===== config.mk =====
export PLATFORM = sky130hd
export DESIGN_NAME = apb4_mux_wdt
export DESIGN_NICKNAME = d
export VERILOG_FILES = /design/src/rtl/apb4_mux_wdt.sv
export SDC_FILE = /design/constraint.sdc
export NUM_CORES = 1
export LEC_CHECK = 0
export ABC_AREA = 1
export CELL_PAD_IN_SITES_DETAIL_PLACEMENT = 0
export CELL_PAD_IN_SITES_GLOBAL_PLACEMENT = 2
export CORE_MARGIN = 5
export CORE_UTILIZATION = 27
export DETAILED_ROUTE_END_ITERATION = 12
export DONT_BUFFER_PORTS = 1
export PLACE_DENSITY = 0.91
export REMOVE_ABC_BUFFERS = 1
export SLEW_MARGIN = 20
export SYNTH_ARGS = -nofsm -noshare
export SYNTH_HDL_FRONTEND = slang
export SYNTH_SLANG_ARGS = --single-unit

===== constraint.sdc =====
create_clock -name PCLK -period 3.13 [get_ports PCLK]
set_input_delay 0.7825 -clock PCLK [delete_from_list [all_inputs] [get_ports PCLK]]
set_output_delay 0.7825 -clock PCLK [all_outputs]
set_load 0.005 [all_outputs]

===== src/rtl/apb4_mux_wdt.sv =====
// APB4 slave mux: priority decode, default-slave error for holes,
// and a per-transfer watchdog that aborts stuck slave accesses.
module apb4_mux_wdt #(
  parameter int PADDR_SIZE = 8,
  parameter int PDATA_SIZE = 8,
  parameter int SLAVES     = 8,
  parameter int TIMEOUT    = 16,
  localparam int SW = (SLAVES > 1) ? $clog2(SLAVES) : 1
) (
  input  logic                                 PCLK,
  input  logic                                 PRESET,
  input  logic                                 MST_PSEL,
  input  logic                                 MST_PENABLE,
  input  logic [PADDR_SIZE-1:0]                MST_PADDR,
  output logic [PDATA_SIZE-1:0]                MST_PRDATA,
  output logic                                 MST_PREADY,
  output logic                                 MST_PSLVERR,
  input  logic [SLAVES-1:0][PADDR_SIZE-1:0]    slv_addr,
  input  logic [SLAVES-1:0][PADDR_SIZE-1:0]    slv_mask,
  output logic [SLAVES-1:0]                    SLV_PSEL,
  input  logic [SLAVES-1:0][PDATA_SIZE-1:0]    SLV_PRDATA,
  input  logic [SLAVES-1:0]                    SLV_PREADY,
  input  logic [SLAVES-1:0]                    SLV_PSLVERR,
  output logic                                 ERR_UNMAPPED,
  output logic                                 ERR_TIMEOUT,
  output logic [SW-1:0]                        ERR_SLV
);

  localparam int CW = (TIMEOUT > 0) ? $clog2(TIMEOUT + 1) : 1;
  localparam logic [CW-1:0] TMAX = CW'(TIMEOUT);

  typedef enum logic [1:0] {
    IDLE,
    ACCESS,
    ABORT
  } state_t;

  state_t          state;
  state_t          state_nxt;
  logic [CW-1:0]   cnt;
  logic [CW-1:0]   cnt_nxt;
  logic [SW-1:0]   idx_r;
  logic [SW-1:0]   idx_nxt;
  logic [SW-1:0]   sel_idx;
  logic [SLAVES-1:0] hit;
  logic [SLAVES-1:0] sel;
  logic            mapped;
  logic            rdy_idx;
  logic            unm_set;
  logic            to_set;

  // Lowest index wins: scan downward so the last write is the winner.
  always_comb begin
    sel     = '0;
    sel_idx = '0;
    for (int i = 0; i < SLAVES; i++) begin
      hit[i] = ((MST_PADDR & slv_mask[i]) ==
                (slv_addr[i] & slv_mask[i]));
    end
    for (int i = SLAVES - 1; i >= 0; i--) begin
      if (hit[i]) begin
        sel     = '0;
        sel[i]  = 1'b1;
        sel_idx = SW'(i);
      end
    end
    mapped = |hit;
  end

  always_comb begin
    rdy_idx = 1'b0;
    for (int i = 0; i < SLAVES; i++) begin
      if (idx_r == SW'(i)) rdy_idx = SLV_PREADY[i];
    end
  end

  assign SLV_PSEL = (MST_PSEL && state != ABORT) ? sel : '0;

  always_comb begin
    MST_PREADY  = 1'b0;
    MST_PSLVERR = 1'b0;
    MST_PRDATA  = '0;
    if (MST_PSEL) begin
      if (state == ABORT) begin
        MST_PREADY  = 1'b1;
        MST_PSLVERR = 1'b1;
      end else if (mapped) begin
        MST_PREADY  = |(SLV_PREADY & sel);
        MST_PSLVERR = |(SLV_PSLVERR & sel) & MST_PREADY;
        for (int i = 0; i < SLAVES; i++) begin
          MST_PRDATA = MST_PRDATA |
                       (SLV_PRDATA[i] & {PDATA_SIZE{sel[i]}});
        end
      end else if (MST_PENABLE) begin
        MST_PREADY  = 1'b1;
        MST_PSLVERR = 1'b1;
      end
    end
  end

  always_comb begin
    state_nxt = state;
    cnt_nxt   = cnt;
    idx_nxt   = idx_r;
    unm_set   = 1'b0;
    to_set    = 1'b0;
    unique case (state)
      IDLE: begin
        cnt_nxt = '0;
        unm_set = MST_PSEL & MST_PENABLE & ~mapped;
        if (MST_PSEL && !MST_PENABLE && mapped) begin
          state_nxt = ACCESS;
          idx_nxt   = sel_idx;
        end
      end
      ACCESS: begin
        if (!MST_PSEL) begin
          state_nxt = IDLE;
          cnt_nxt   = '0;
        end else if (MST_PENABLE && MST_PREADY) begin
          state_nxt = IDLE;
          cnt_nxt   = '0;
        end else if (MST_PENABLE && !rdy_idx) begin
          if (TIMEOUT != 0 && cnt == TMAX) begin
            state_nxt = ABORT;
          end else if (cnt != TMAX) begin
            cnt_nxt = cnt + CW'(1);
          end
        end
      end
      ABORT: begin
        state_nxt = IDLE;
        cnt_nxt   = '0;
        to_set    = 1'b1;
      end
      default: begin
        state_nxt = IDLE;
        cnt_nxt   = '0;
      end
    endcase
  end

  always_ff @(posedge PCLK or posedge PRESET) begin
    if (PRESET) begin
      state        <= IDLE;
      cnt          <= '0;
      idx_r        <= '0;
      ERR_UNMAPPED <= 1'b0;
      ERR_TIMEOUT  <= 1'b0;
      ERR_SLV      <= '0;
    end else begin
      state        <= state_nxt;
      cnt          <= cnt_nxt;
      idx_r        <= idx_nxt;
      ERR_UNMAPPED <= unm_set;
      ERR_TIMEOUT  <= to_set;
      if (to_set) ERR_SLV <= idx_r;
    end
  end

endmodule


Yosys cells after proc, flatten, opt, wreduce, memory -nomap -nowiden --
Cells that the tools add are included. W data, S select, Z words.
Operators by class: add/sub/neg operators 1, eq/ne operators 25, mux-type cells 49, bitwise gates (word level) 37, reductions and logical operators 15
Operator list (number):
- $and A8 B8 Y8 | 26
- $mux W8 | 12
- $eq A8 B8 Y1 | 8
- $or A8 B8 Y8 | 7
- $mux W5 | 6
- $mux W3 | 8
- $reduce_or A8 Y1 | 3
- $mux W1 | 17
- $ne A4 B4 Y1 const B | 4
- $eq A3 B3 Y1 const B | 4
- $mux W2 | 5
- $eq A3 B2 Y1 const B | 2
- $reduce_and A3 Y1 | 2
- $add A5 B1 Y5 const B | 1
- $eq A5 B5 Y1 const B | 1
- $logic_and A1 B1 Y1 | 5
- $ne A5 B5 Y1 const B | 1
- $ne A2 B2 Y1 const B | 2
- $pmux W2 S2 | 1
- $and A1 B1 Y1 | 3
- $eq A3 B1 Y1 const B | 1
- $logic_not A3 Y1 | 1
- $eq A2 B1 Y1 const B | 1
- $eq A2 B2 Y1 const B | 1
- 4 further kinds | 5
Storage, ports and cells: flip-flop bits (word level) 15, output and inout port bits 23, word-level logic and storage cells 133

Logic depth before layout (Yosys ltp) --
word-level depth 21, gate-level depth with buffers 17, gate-level depth less buffers 16

Least setup slack after synthesis --
No wires, ideal clock.
path kind input-to-output, from input MST_PADDR[4], to output MST_PRDATA[1], arrival time 2.146 ns, required time 2.348 ns, slack 0.201 ns, stages on the path 15, buffers on the path 2, cell sequence buf_4 inv_2 nand2_1 nand3_1 nand2_1 nor2_1 nand2_2 nand2_4 nor2_2 and2_1 buf_4 nand2_1 nand3_1 nor2_1 a21oi_1
Between the ends: cells in the longest elaborated chain, start to end 20, elaborated cells between the ends (all ways) 43, those cells by class eq/ne (8); mux (11); bitwise (23); reduce/logical (1)
RTL lines:
- start, declared | line 14 | input logic [PADDR_SIZE-1:0] MST_PADDR,
- $and A8 B8 Y8 | line 57 | hit[i] = ((MST_PADDR & slv_mask[i]) ==
- $eq A8 B8 Y1 | line 57
- $mux W8 (7 in series) | line 61 | if (hit[i]) begin
- $and A8 B8 Y8 | line 92 | (SLV_PRDATA[i] & {PDATA_SIZE{sel[i]}});
- $or A8 B8 Y8 (7 in series) | line 91 | MST_PRDATA = MST_PRDATA |
- $mux W8 (*) | line 87 | end else if (mapped) begin
- $mux W8 (*) | line 84 | if (state == ABORT) begin
- $mux W8 (*) | line 83 | if (MST_PSEL) begin
- end, declared | line 15 | output logic [PDATA_SIZE-1:0] MST_PRDATA,
Mark *: on every way between the ends. The rest lies on a longest branch, timed or not.

Final worst setup path --
from input MST_PADDR[6], to output MST_PRDATA[2]
The elaborated chain is that of the path after synthesis.

==> impl_metrics.ini <==
[worst_setup_path]
r2r-end = cnt[4]
end_kind = primary output
cp-startpoint = MST_PADDR[6]
critical_path_class = primary input to primary output
critPathCapture = MST_PRDATA[2]
cp.required_ns = 2.35
cp_top_family = simple AND/OR/NAND/NOR gates
path_depth = 14
max_stage_delay_ns = 0.21
cpMaxStageDelayCell = nor2_4
crit_path_max_fanout = 11
worstPathArrival_ns = 2.32
rr_startpoint = idx_r[2]
start_kind = primary input
crit_chain = clkinvlp_4 > nand2_1 > nand3_1 > nand2_1 > nor2_2 > nand2_2 > nand2_4 > nor2_4 > nand2_2 > inv_4 > nand2_1 > nand3_1 > nor3_2 > a21oi_2
cp_num_buf_inv = 2
ff2ff_setup_slack_ns = 1.29
worst-r2r-cell-count = 11
worst_path_most_repeated_cell = nand2_1

[place]
gp_congestion = 0.849
place_hpwl_mm = 10.7
dp.cells = 752
port_buffers = 0

[global_route]
grt_pass1_vias = 3606
antenna_found_initial = 0
grt_pass1_wl_mm = 17.8
grt_max_degree = 17
track_usage_pct = 16.7
grt-ovfl-total = 0

[yosys]
synth_edf_count = 0
ys.flop_type = dfrtp_1
yosysWarnings = 0
yosysSeqAreaShare_pct = 12.6
synth-seq-cells = 15
synth.avg_cell_area_um2 = 4.95
netlist_area_mm2 = 0.00298
synth_cells = 601
async_flop_share_pct = 100
synth_cell_type_count = 30

[power]
cellLeakagePower_nw = 1.94
total_power_mw = 0.898
powerDensity_mw_per_mm2 = 257
ir_drop_uv = 238

[detailed_routing]
route.detailed.drc = 0
via_per_inst = 5.01
drt_iter0_markers = 253
ant_nets = 0
finalWirelength_mm = 12.9
wl_per_cell_um = 17.0
vias = 3809
drtPass1Iterations = 5

[clock_network]
cts_sinks = 15
clockBufferDepth = 2
cts_tree = built
hold_buffers = 0
numCtsBuffers = 3
cts-root-buf = clkbuf_8
insertion_delay_ns = 0.25
h-tree-depth = 1
cts.reportedPaths.clkPinSlew_ns = 0.06

[sta]
finalSetupViolCount = 0
fmax_mhz = 323
tightest_slew_ns = 0.558
skew_ns = 0.00314
finalMaxSlewViolations = 0
finalCritPeriodShare_pct = 99.0
whs_ns = 0.468
period_minus_slack_ns = 3.10
slew_headroom_pct = 62.7
grt_setup_unrepaired = true
hold_viol = 0

[worst_hold_path]
hp-class = primary input to async pin

[floorplanning]
die_x_um = 115
dieArea_mm2 = 0.0132
fp.dieH_um = 115
io-pin-count = 243
rows = 38
core_area_mm2 = 0.0108
start_util_pct = 27.5

[layout]
drive_gt1_share_pct = 17.9
finalNonFillerCells = 760
n_antenna_cell = 0
fin_nets = 843
area_growth_pct = 17.3

[flow_run]
cap_violations = 0

[status]
status = finished clean
[layer usage]
layer / routed length [um] / GRT usage (%) / share of wire, % / vias to the layer above
met4: 117 / 3.05 / 0.91 / 0
li1: - / - / - / 1912
met2: 6450 / 29.7 / 50 / 200
met3: 1430 / 5.58 / 11 / 18
met5: 0 / 0 / 0 / -
met1: 4900 / 19.7 / 38 / 1679
[flip-flops by register name (all words and copies together), names as in the netlist]
signal and cells:
cnt 5, ERR_SLV 3, idx_r 3, state 2, ERR_TIMEOUT 1, ERR_UNMAPPED 1
[per-stage QoR]
step / TNS, ns / setup WS (ns) / util, % / area, um^2
6_report: 0 / 0.0298 / 32.2 / 3490
5_1_grt: -0.328 / -0.0779 / 32.2 / 3490
4_1_cts: 0 / 0.00852 / 30.6 / 3320
3_5_place_dp: -0.354 / -0.0785 / 30.0 / 3250
3_3_place_gp: -0.141 / -0.0420 / 30.0 / 3250
2_1_floorplan: 0 / 0.0817 / - / 2860
[cell usage in the layout (no fill, tap or decap)]
cell,n
nand3_2,8
o21ai_0,4
nand4_1,2
a31oi_2,1
nor3_1,1
and2_4,1
buf_4,25
dfrtp_1,15
clkbuf_1,1
inv_1,70
buf_12,1
a21oi_2,5
clkbuf_8,3
nor2_1,40
nand2_2,16
a32oi_1,1
nor2_4,3
a31oi_1,6
nor3_2,2
inv_4,5
nand3_1,96
a21oi_1,11
nor4_1,3
inv_2,3
o31ai_1,1
or2_2,6
a22o_1,1
nand2_4,6
nor2_2,21
xor2_1,4
clkinvlp_4,5
or2_1,1
nand2_1,250
ha_1,2
[repair_timing]
item | CTS | global route
pin swaps | 0 | 13
setup buffers | 0 | 2
setup endpoints to repair | 8 | 10
hold endpoints to repair | 0 | 0
cloned | 0 | 3
gates resized for setup | 6 | 48
[cell usage after synthesis, drive strengths merged (3+ instances only)]
cell / number / area share, %
xor2: 4 / 1.2
o21ai: 4 / 0.67
nor4: 3 / 0.63
a31oi: 7 / 1.5
nor3: 3 / 0.50
nor2: 63 / 8.9
inv: 80 / 10
dfrtp: 15 / 13
or2: 7 / 1.5
buf: 13 / 3.8
a21oi: 16 / 2.7
nand2: 272 / 35
nand3: 104 / 18
[cells by family after synthesis]
logic type,after synthesis,synth area share (%)
compound gates,30,5.67
xor+xnor,4,1.18
fa+ha+maj,2,0.841
buf+inv,95,14.3
flops,15,12.6
simple gates,455,65.4
[where the power goes]
part,switching (mW),leakage (nW),total [mW],internal [mW]
Combinational,0.312,1.72,0.501,0.189
Clock,0.0664,0.0228,0.157,0.0901
Sequential,0.0233,0.200,0.241,0.217
[worst min-delay path by stage]
stage / startpoint / endpoint / slack (ns) / depth (start not counted)
6_report: PRESET / cnt[1] / 0.47 / 1
2_1_floorplan: state[1] / ERR_UNMAPPED / 0.43 / 1
4_1_cts: state[1] / ERR_UNMAPPED / 0.48 / 1
3_3_place_gp: state[1] / ERR_UNMAPPED / 0.46 / 1
3_5_place_dp: state[1] / ERR_UNMAPPED / 0.47 / 1
5_1_grt: state[1] / ERR_UNMAPPED / 0.51 / 1
[layout make-up]
type | count | area [um^2]
fill | 1248 | 7350
multi-input combinational | 492 | 2340
sequential | 15 | 375
inverter | 81 | 328
timing repair buffer | 26 | 208
tap | 140 | 175
clock buffer | 4 | 45.0
timing repair inverter | 2 | 15.0
Note: power is estimated with default switching activity, not from simulation.
